[src/rtl/muldiv_unit.sv]
// -----------------------------------------------------------------------------
// muldiv_unit
//   Multi-cycle RISC-V M-extension multiply/divide unit.
//   Multiplies take one product cycle. Divides use a restoring shift-subtract
//   divider on operand magnitudes, one quotient bit per cycle. Divide-by-zero
//   and signed overflow skip the iterations and complete straight away.
//
// Ports
//   clk       in   single clock, rising edge
//   rst_n     in   synchronous active-low reset
//   start     in   request a new operation this cycle
//   alu_ctrl  in   [ALUCTR_WIDTH] operation code from the ALU decoder
//   op_a      in   [DATA_WIDTH] rs1 operand / dividend
//   op_b      in   [DATA_WIDTH] rs2 operand / divisor
//   flush     in   abort any in-flight operation
//   busy      out  high while multiplying or dividing
//   done      out  one-cycle completion pulse, result valid this cycle
//   result    out  [DATA_WIDTH] registered result, held until next completion
// -----------------------------------------------------------------------------
module muldiv_unit #(
  parameter int DATA_WIDTH   = 32,
  parameter int ALUCTR_WIDTH = 5
) (
  input  logic                    clk,
  input  logic                    rst_n,
  input  logic                    start,
  input  logic [ALUCTR_WIDTH-1:0] alu_ctrl,
  input  logic [DATA_WIDTH-1:0]   op_a,
  input  logic [DATA_WIDTH-1:0]   op_b,
  input  logic                    flush,
  output logic                    busy,
  output logic                    done,
  output logic [DATA_WIDTH-1:0]   result
);

  localparam int CNT_W = $clog2(DATA_WIDTH);
  localparam logic [CNT_W-1:0] CNT_LAST = CNT_W'(DATA_WIDTH - 1);
  localparam logic [DATA_WIDTH-1:0] MIN_INT = {1'b1, {(DATA_WIDTH-1){1'b0}}};

  localparam logic [ALUCTR_WIDTH-1:0] OP_MUL    = ALUCTR_WIDTH'(10);
  localparam logic [ALUCTR_WIDTH-1:0] OP_MULH   = ALUCTR_WIDTH'(11);
  localparam logic [ALUCTR_WIDTH-1:0] OP_MULHSU = ALUCTR_WIDTH'(12);
  localparam logic [ALUCTR_WIDTH-1:0] OP_MULHU  = ALUCTR_WIDTH'(13);
  localparam logic [ALUCTR_WIDTH-1:0] OP_DIV    = ALUCTR_WIDTH'(14);
  localparam logic [ALUCTR_WIDTH-1:0] OP_DIVU   = ALUCTR_WIDTH'(15);
  localparam logic [ALUCTR_WIDTH-1:0] OP_REM    = ALUCTR_WIDTH'(16);
  localparam logic [ALUCTR_WIDTH-1:0] OP_REMU   = ALUCTR_WIDTH'(17);

  typedef enum logic [1:0] {S_IDLE, S_MUL, S_DIV, S_DONE} state_t;

  state_t state_reg, state_next;

  logic [ALUCTR_WIDTH-1:0] ctrl_reg;
  logic [DATA_WIDTH-1:0]   a_reg, b_reg;
  logic [CNT_W-1:0]        cnt_reg;
  logic [DATA_WIDTH-1:0]   rem_reg, quot_reg, dvsr_reg;
  logic [DATA_WIDTH-1:0]   result_reg;

  // ---------------------------------------------------------------------------
  // Decode of the incoming request
  // ---------------------------------------------------------------------------
  logic                  in_is_mul, in_is_div, in_div_signed, in_is_rem;
  logic                  in_div_zero, in_overflow, in_special;
  logic                  can_accept, accept;
  logic [DATA_WIDTH-1:0] in_abs_a, in_abs_b, special_result;

  always_comb begin
    in_is_mul     = (alu_ctrl == OP_MUL) || (alu_ctrl == OP_MULH) ||
                    (alu_ctrl == OP_MULHSU) || (alu_ctrl == OP_MULHU);
    in_is_div     = (alu_ctrl == OP_DIV) || (alu_ctrl == OP_DIVU) ||
                    (alu_ctrl == OP_REM) || (alu_ctrl == OP_REMU);
    in_div_signed = (alu_ctrl == OP_DIV) || (alu_ctrl == OP_REM);
    in_is_rem     = (alu_ctrl == OP_REM) || (alu_ctrl == OP_REMU);
    in_div_zero   = (op_b == '0);
    in_overflow   = in_div_signed && (op_a == MIN_INT) && (op_b == '1);
    in_special    = in_is_div && (in_div_zero || in_overflow);

    can_accept = (state_reg == S_IDLE) || (state_reg == S_DONE);
    accept     = start && !flush && can_accept && (in_is_mul || in_is_div);

    in_abs_a = (in_div_signed && op_a[DATA_WIDTH-1]) ? -op_a : op_a;
    in_abs_b = (in_div_signed && op_b[DATA_WIDTH-1]) ? -op_b : op_b;

    // Divide-by-zero: quotient all-ones, remainder = dividend.
    // Signed overflow: quotient = MIN_INT (equal to op_a), remainder 0.
    if (in_div_zero)
      special_result = in_is_rem ? op_a : '1;
    else
      special_result = in_is_rem ? '0 : op_a;
  end

  // ---------------------------------------------------------------------------
  // Multiply datapath: operands sign- or zero-extended to 2W bits; the low
  // 2W bits of that product are correct for every signedness mix.
  // ---------------------------------------------------------------------------
  logic                    mul_a_signed, mul_b_signed;
  logic [2*DATA_WIDTH-1:0] mul_a_ext, mul_b_ext, product;
  logic [DATA_WIDTH-1:0]   mul_result;

  always_comb begin
    mul_a_signed = (ctrl_reg == OP_MULH) || (ctrl_reg == OP_MULHSU);
    mul_b_signed = (ctrl_reg == OP_MULH);
    mul_a_ext    = {{DATA_WIDTH{mul_a_signed & a_reg[DATA_WIDTH-1]}}, a_reg};
    mul_b_ext    = {{DATA_WIDTH{mul_b_signed & b_reg[DATA_WIDTH-1]}}, b_reg};
    product      = mul_a_ext * mul_b_ext;
    mul_result   = (ctrl_reg == OP_MUL) ? product[DATA_WIDTH-1:0]
                                        : product[2*DATA_WIDTH-1:DATA_WIDTH];
  end

  // ---------------------------------------------------------------------------
  // Divide datapath: one restoring step per cycle. quot_reg starts as the
  // dividend magnitude and is shifted out MSB-first into the partial
  // remainder while quotient bits shift in at the bottom.
  // ---------------------------------------------------------------------------
  logic [DATA_WIDTH:0]   rem_shift, rem_diff;
  logic [DATA_WIDTH-1:0] step_rem, step_quot;
  logic                  div_signed, div_is_rem, neg_quot, neg_rem;
  logic [DATA_WIDTH-1:0] div_result;

  always_comb begin
    rem_shift = {rem_reg, quot_reg[DATA_WIDTH-1]};
    rem_diff  = rem_shift - {1'b0, dvsr_reg};
    // Borrow out of the subtract means the divisor did not fit: restore.
    step_rem  = rem_diff[DATA_WIDTH] ? rem_shift[DATA_WIDTH-1:0]
                                     : rem_diff[DATA_WIDTH-1:0];
    step_quot = {quot_reg[DATA_WIDTH-2:0], ~rem_diff[DATA_WIDTH]};

    div_signed = (ctrl_reg == OP_DIV) || (ctrl_reg == OP_REM);
    div_is_rem = (ctrl_reg == OP_REM) || (ctrl_reg == OP_REMU);
    neg_quot   = div_signed && (a_reg[DATA_WIDTH-1] ^ b_reg[DATA_WIDTH-1]);
    neg_rem    = div_signed && a_reg[DATA_WIDTH-1];
    if (div_is_rem)
      div_result = neg_rem ? -step_rem : step_rem;
    else
      div_result = neg_quot ? -step_quot : step_quot;
  end

  // ---------------------------------------------------------------------------
  // FSM: state register
  // ---------------------------------------------------------------------------
  always_ff @(posedge clk) begin
    if (!rst_n)
      state_reg <= S_IDLE;
    else
      state_reg <= state_next;
  end

  // ---------------------------------------------------------------------------
  // FSM: next state (flush overrides everything except reset)
  // ---------------------------------------------------------------------------
  always_comb begin
    state_next = state_reg;
    if (flush) begin
      state_next = S_IDLE;
    end else begin
      case (state_reg)
        S_IDLE, S_DONE: begin
          if (accept) begin
            if (in_is_mul)       state_next = S_MUL;
            else if (in_special) state_next = S_DONE;
            else                 state_next = S_DIV;
          end else begin
            state_next = S_IDLE;
          end
        end
        S_MUL:   state_next = S_DONE;
        S_DIV:   if (cnt_reg == CNT_LAST) state_next = S_DONE;
        default: state_next = S_IDLE;
      endcase
    end
  end

  // ---------------------------------------------------------------------------
  // FSM: outputs
  // ---------------------------------------------------------------------------
  always_comb begin
    busy = (state_reg == S_MUL) || (state_reg == S_DIV);
    done = (state_reg == S_DONE);
  end

  // ---------------------------------------------------------------------------
  // Datapath registers. result_reg only moves on an edge that enters DONE.
  // ---------------------------------------------------------------------------
  always_ff @(posedge clk) begin
    if (!rst_n) begin
      ctrl_reg   <= '0;
      a_reg      <= '0;
      b_reg      <= '0;
      cnt_reg    <= '0;
      rem_reg    <= '0;
      quot_reg   <= '0;
      dvsr_reg   <= '0;
      result_reg <= '0;
    end else if (accept) begin
      ctrl_reg <= alu_ctrl;
      a_reg    <= op_a;
      b_reg    <= op_b;
      cnt_reg  <= '0;
      rem_reg  <= '0;
      quot_reg <= in_abs_a;
      dvsr_reg <= in_abs_b;
      if (in_special)
        result_reg <= special_result;
    end else if (!flush) begin
      if (state_reg == S_MUL) begin
        result_reg <= mul_result;
      end else if (state_reg == S_DIV) begin
        rem_reg  <= step_rem;
        quot_reg <= step_quot;
        cnt_reg  <= cnt_reg + CNT_W'(1);
        if (cnt_reg == CNT_LAST)
          result_reg <= div_result;
      end
    end
  end

  assign result = result_reg;

endmodule

[config.mk]
export PLATFORM = sky130hd
export DESIGN_NAME = muldiv_unit
export DESIGN_NICKNAME = d
export VERILOG_FILES = /design/src/rtl/muldiv_unit.sv
export SDC_FILE = /design/constraint.sdc
export NUM_CORES = 2
export LEC_CHECK = 0
export ABC_AREA = 0
export CORE_ASPECT_RATIO = 0.9
export CORE_MARGIN = 2
export CORE_UTILIZATION = 30
export DETAILED_ROUTE_END_ITERATION = 16
export PLACE_DENSITY = 0.44
export SYNTH_ARGS = -nofsm -noshare
export SYNTH_HDL_FRONTEND = slang
export SYNTH_SLANG_ARGS = --single-unit
[constraint.sdc]
create_clock -name clk -period 23.4 [get_ports clk]
set_input_delay 3.51 -clock clk [delete_from_list [all_inputs] [get_ports clk]]
set_output_delay 3.51 -clock clk [all_outputs]
set_load 0.005 [all_outputs]
======== Word-level counts from Yosys, hierarchy flattened ========
Cells that the tools add are included.
word-level totals
  register bits after elaboration ......... 204
  bits of input ports ..................... 73
  output and inout bits ................... 34
  logic and storage cells ................. 109
operators by class
  add/subtract/negate cells ............... 6
  multiply operators ...................... 1
  equal/unequal tests ..................... 24
  muxes and demuxes ....................... 25
  bitwise operators ....................... 7
  reduce and logical (&&, ||, !) cells .... 37
operators by type and width
  operator                count
  $mux W32                20
  $neg A32 Y32            4
  $eq A32 B32 Y1 const B  2
  $mul A33 B33 Y64        1
  $eq A5 B4 Y1 const B    10
  $sub A33 B32 Y33        1
  $logic_not A32 Y1       1
  $eq A5 B5 Y1 const B    5
  $logic_or A1 B1 Y1      15
  $logic_and A1 B1 Y1     10
  $mux W2                 3
  $ne A2 B2 Y1 const B    3
  $pmux W2 S3             1
  $reduce_and A3 Y1       2
  $reduce_bool A3 Y1      2
  $reduce_or A2 Y1        3
  $add A5 B1 Y5 const B   1
  $eq A2 B2 Y1 const B    2
  $not A1 Y1              4
  $reduce_and A4 Y1       1
  $and A1 B1 Y1           2
  $eq A2 B1 Y1 const B    1
  $logic_not A2 Y1        1
  $ne A2 B1 Y1 const B    1
  4 further kinds         4

======== Logic depth before layout (Yosys ltp) ========
  depth in word-level cells ............... 10
  depth in mapped cells ................... 34
  mapped depth without buffers ............ 32

======== Worst setup path after synthesis ========
Ideal clock, no wire load.
  path type ............................... register to register
  start ................................... register ctrl_reg[2]
  end ..................................... register result_reg[29] (netlist: result[29])
  library setup time ...................... 0.070 ns
  arrival time ............................ 8.487 ns
  data required time ...................... 23.330 ns
  slack ................................... 14.843 ns
  stages on the path, launching flop included .. 31
  path buffers ............................ 3
  period minus slack after synthesis ...... 8.557 ns
  path through ............................ dfxtp_1 > buf_6 > nor3b_1 > o211a_1 > clkbuf_1 > clkbuf_1 > nand2_1 > fa_1 > fa_1 > inv_1 > fa_1 > inv_1 > fa_1 > inv_1 > fa_1 > fa_1 > fa_1 > inv_1 > fa_1 > inv_1 > ha_1 > a21o_1 > a21oi_1 > nor2b_1 > a311oi_1 > nor2_1 > o21ai_0 > a21boi_0 > o41ai_1 > a21oi_1 > a21oi_1
between the ends
  word-level cells in the longest chain between the ends .. 10
  elaborated cells between the ends (all ways) .. 23
  classes of those cells .................. mul (1); eq/ne (6); mux (9); bitwise (2); reduce/logical (5)
ends and longest elaborated chain
  what                                                                      line  RTL
  from (decl)                                                               53    logic [ALUCTR_WIDTH-1:0] ctrl_reg;
  from (signal assigned)                                                    195   ctrl_reg <= alu_ctrl;
  parallel branches: the longest is 7 deep, another holds $mul A33 B33 Y64  --
  $mux W32 *                                                                205   if (state_reg == S_MUL) begin
  $mux W32 *                                                                204   end else if (!flush) begin
  $mux W32 *                                                                194   end else if (accept) begin
  to (signal assigned)                                                      203   result_reg <= special_result;
  to (signal assigned)                                                      206   result_reg <= mul_result;
  to (signal assigned)                                                      212   result_reg <= div_result;
  to (decl)                                                                 57    logic [DATA_WIDTH-1:0] result_reg;
Every way passes the cells marked *. The select of a mux whose other input is x is not followed.
A chain may end at the register's enable or synchronous reset.

======== Worst setup path after layout ========
  start ................................... register a_reg[31]
  end ..................................... register result_reg[31] (netlist: result[31])
between the ends
  word-level cells in the longest chain between the ends .. 9
  elaborated cells between the ends (all ways) .. 14
  classes of those cells .................. mul (1); mux (9); bitwise (2); reduce/logical (2)
ends and longest elaborated chain
  what                                                                      line  RTL
  from (decl)                                                               54    logic [DATA_WIDTH-1:0] a_reg, b_reg;
  from (signal assigned)                                                    196   a_reg <= op_a;
  parallel branches: the longest is 6 deep, another holds $mul A33 B33 Y64  --
  $mux W32 *                                                                205
  $mux W32 *                                                                204
  $mux W32 *                                                                194
Marks and branches as above.

==> results.sh <==
export IMPL_outcome="finished, final reports clean"
export IMPL_max_cap_violations=0
export IMPL_power_leakage_nw=25.13
export IMPL_timing_fmax_ghz=0.1017
export IMPL_start_util_pct=30.27
export IMPL_wl_um=176900
export IMPL_htree_levels=1
export IMPL_yosysTopAreaCellShare_pct=42.85
export IMPL_path_clk_slew_ns=0.06
export IMPL_area_growth_pct=7.870
export IMPL_setup_violations=0
export IMPL_cts_sinks=203
export IMPL_worstSetupEndpointType="flip-flop"
export IMPL_syn_nets=7660
export IMPL_hold_violations=0
export IMPL_finish_utilization_pct=32.65
export IMPL_netlist_area_sq_mm=0.05261
export IMPL_chipWidth_um=445.4
export IMPL_antenna_cells=0
export IMPL_drt_antenna_violating_nets=0
export IMPL_critPathSlowestCell="o311ai_0"
export IMPL_clockBufferDepth=3
export IMPL_synthDistinctLibCells=97
export IMPL_synth_top_cell_by_area="fa_1"
export IMPL_dp_hpwl_um=141700
export IMPL_port_buffers=106
export IMPL_numCtsBuffers=29
export IMPL_tightest_slew_ns=1.313
export IMPL_crit_end="result[31]$_SDFFE_PN0P_"
export IMPL_yosys_top_cells_count="1,232 x inv_1, 1,126 x fa_1, 1,072 x nand2_1"
export IMPL_vias=41380
export IMPL_drt_iter0_markers=2797
export IMPL_cts_resized=0
export IMPL_power_density_mw_per_mm2=21.82
export IMPL_row_count=145
export IMPL_cts_hold_buffers_added=0
export IMPL_critPathLaunch="a_reg[31]$_SDFFE_PN0P_"
export IMPL_rsz0062_at_grt="false"
export IMPL_maxSlewViolCount=0
export IMPL_yosysWarnings=0
export IMPL_core_area_sq_mm=0.1738
export IMPL_design_area_sq_mm=0.05675
export IMPL_placed_area_sq_mm=0.05575
export IMPL_place_worst_setup_slack_ns=13.75
export IMPL_gp_congestion=0.8856
export IMPL_setup_tns_final_ns=0
export IMPL_fp_dieH_um=401.3
export IMPL_crit_path_start_kind="flip-flop"
export IMPL_worstReg2RegEnd="result[31]$_SDFFE_PN0P_"
export IMPL_cts_root_buf="clkbuf_16"
export IMPL_finalCritPeriodShare_pct=42.04
export IMPL_synth_edf_count=0
export IMPL_hold_class="flip-flop to flip-flop"
export IMPL_viasPerCell=4.948
export IMPL_ys_ff_latch=203
export IMPL_synth_flop_cell="dfxtp_1"
export IMPL_ioPinCount=107
export IMPL_grt_ovfl_total=0
export IMPL_crit_top_cell="fa_1"
export IMPL_required_ns=23.88
export IMPL_synth_area_leaders="fa_1 43%, inv_1 8.8%, dfxtp_1 7.7%"
export IMPL_reg2reg_depth=30
export IMPL_nets=7515
export IMPL_antenna_found_initial=11
export IMPL_syn_inst=6206
export IMPL_synth_most_common_cell="inv_1"
export IMPL_drc=0
export IMPL_grt_max_degree=81
export IMPL_first_pass_iters=6
export IMPL_cts_tree="done"
export IMPL_setup_ws_ns=13.56
export IMPL_grt_pass1_wl_um=276000
export IMPL_path_max_fanout=37
export IMPL_arrival_ns=10.31
export IMPL_syn_area_per_cell_sq_um=8.477
export IMPL_slew_headroom_pct=11.38
export IMPL_clk_latency_ns=0.59
export IMPL_ir_drop_mv=0.05258
export IMPL_layout_drive_gt1_share_pct=3.222
export IMPL_grt_total_usage_pct=20.07
export IMPL_grt_pass1_vias=43550
export IMPL_clock_skew_final_ns=0.02014
export IMPL_period_needed_ns=9.837
export IMPL_ys_seq_area_share_pct=7.725
export IMPL_cts_setup_buffers=0
export IMPL_wl_per_cell_um=21.15
export IMPL_cp_slowest_stage_delay_ns=1.10
export IMPL_dieArea_sq_mm=0.1787
export IMPL_r2r_setup_slack_ns=13.56
export IMPL_timing_rr_start="a_reg[31]$_SDFFE_PN0P_"
export IMPL_async_flop_share_pct=0
export IMPL_path_class="flip-flop to flip-flop"
==> layout by cell type, fill, tap and decap left out, drive strengths merged, types with 39 or more instances in the layout <==
cell type,synthesis,final
nor3,39,39
clkdlybuf4s50,0,105
o21ai,165,165
and2,329,329
xnor2,117,117
buf,25,96
a21o,48,48
ha,255,255
a211oi,70,70
dfxtp,203,203
nor2b,42,42
nor2,216,216
a21boi,76,76
xor2,81,81
inv,1233,1236
a21oi,220,220
fa,1126,1126
nand3,54,54
o211a,39,39
nand2,1073,1073
clkbuf,351,41
==> report_power, final <==
group          total, mW  switching (mW)  internal, mW
combinational      0.401           0.271         0.131
sequential         0.360         0.00715         0.352
clock              0.478           0.192         0.286
total               1.24           0.470         0.769
==> worst min-delay path by stage <==
| stage | end | cells after the start | slack [ns] | from |
|---|---|---|---|---|
| floorplan | cnt_reg[4]$_SDFFE_PP0P_ | 2 | 0.44 | cnt_reg[4]$_SDFFE_PP0P_ |
| global placement | cnt_reg[4]$_SDFFE_PP0P_ | 2 | 0.45 | cnt_reg[4]$_SDFFE_PP0P_ |
| detailed placement | cnt_reg[4]$_SDFFE_PP0P_ | 2 | 0.46 | cnt_reg[4]$_SDFFE_PP0P_ |
| CTS | a_reg[15]$_SDFFE_PN0P_ | 2 | 0.47 | a_reg[15]$_SDFFE_PN0P_ |
| global route | a_reg[7]$_SDFFE_PN0P_ | 2 | 0.48 | a_reg[7]$_SDFFE_PN0P_ |
| finish | a_reg[2]$_SDFFE_PN0P_ | 2 | 0.46 | a_reg[2]$_SDFFE_PN0P_ |
==> cell families after synthesis <==
logic type	after synthesis	synth area share (%)
mux	30	0.5756
compound gates	851	10.95
xor+xnor	198	3.296
buf+inv	1610	11.69
flops	203	7.725
fa+ha+maj	1381	48.91
simple gates	1933	16.85
==> worst max-delay path, delay by kind of cell (launching register included) <==
kind / cells / cell delay, ns
fa+ha+maj: 9 / 4.27
compound gates: 8 / 3.04
buf+inv: 8 / 1.40
simple gates: 4 / 0.52
flops: 1 / 0.31
xor+xnor: 1 / 0.11
==> stage by stage <==
step | instances | hold WS, ns | power [mW]
after floorplan | 6206 | 0.4406 | 0.6184
after global placement | 8308 | 0.4474 | 0.7623
after detailed placement | 8308 | 0.4589 | 0.7615
after CTS | 8362 | 0.4675 | 1.246
after global routing | 8362 | 0.4835 | 1.290
final | 8362 | 0.4625 | 1.238
==> area by class of cell <==
| class | count | area (sq um) |
|---|---|---|
| Inverter | 1233 | 4628 |
| Tap cell | 2278 | 2850 |
| Multi-Input combinational cell | 4393 | 42430 |
| Sequential cell | 203 | 4064 |
| Clock buffer | 41 | 850.8 |
| Clock inverter | 13 | 151.4 |
| Fill cell | 18340 | 117100 |
| Timing Repair Buffer | 201 | 1772 |
==> metal layers <==
metal  GRT usage [%]  wire, um  share of wire (%)  up-vias
met5               0        10             0.0057        -
met4           3.556      3692                2.1        2
met3           1.453      8103                4.6      132
met2           31.95     79870                 45     1017
met1           30.01     85220                 48    21500
li1                -         -                  -    18730
Power figures use the tool's default switching activity.
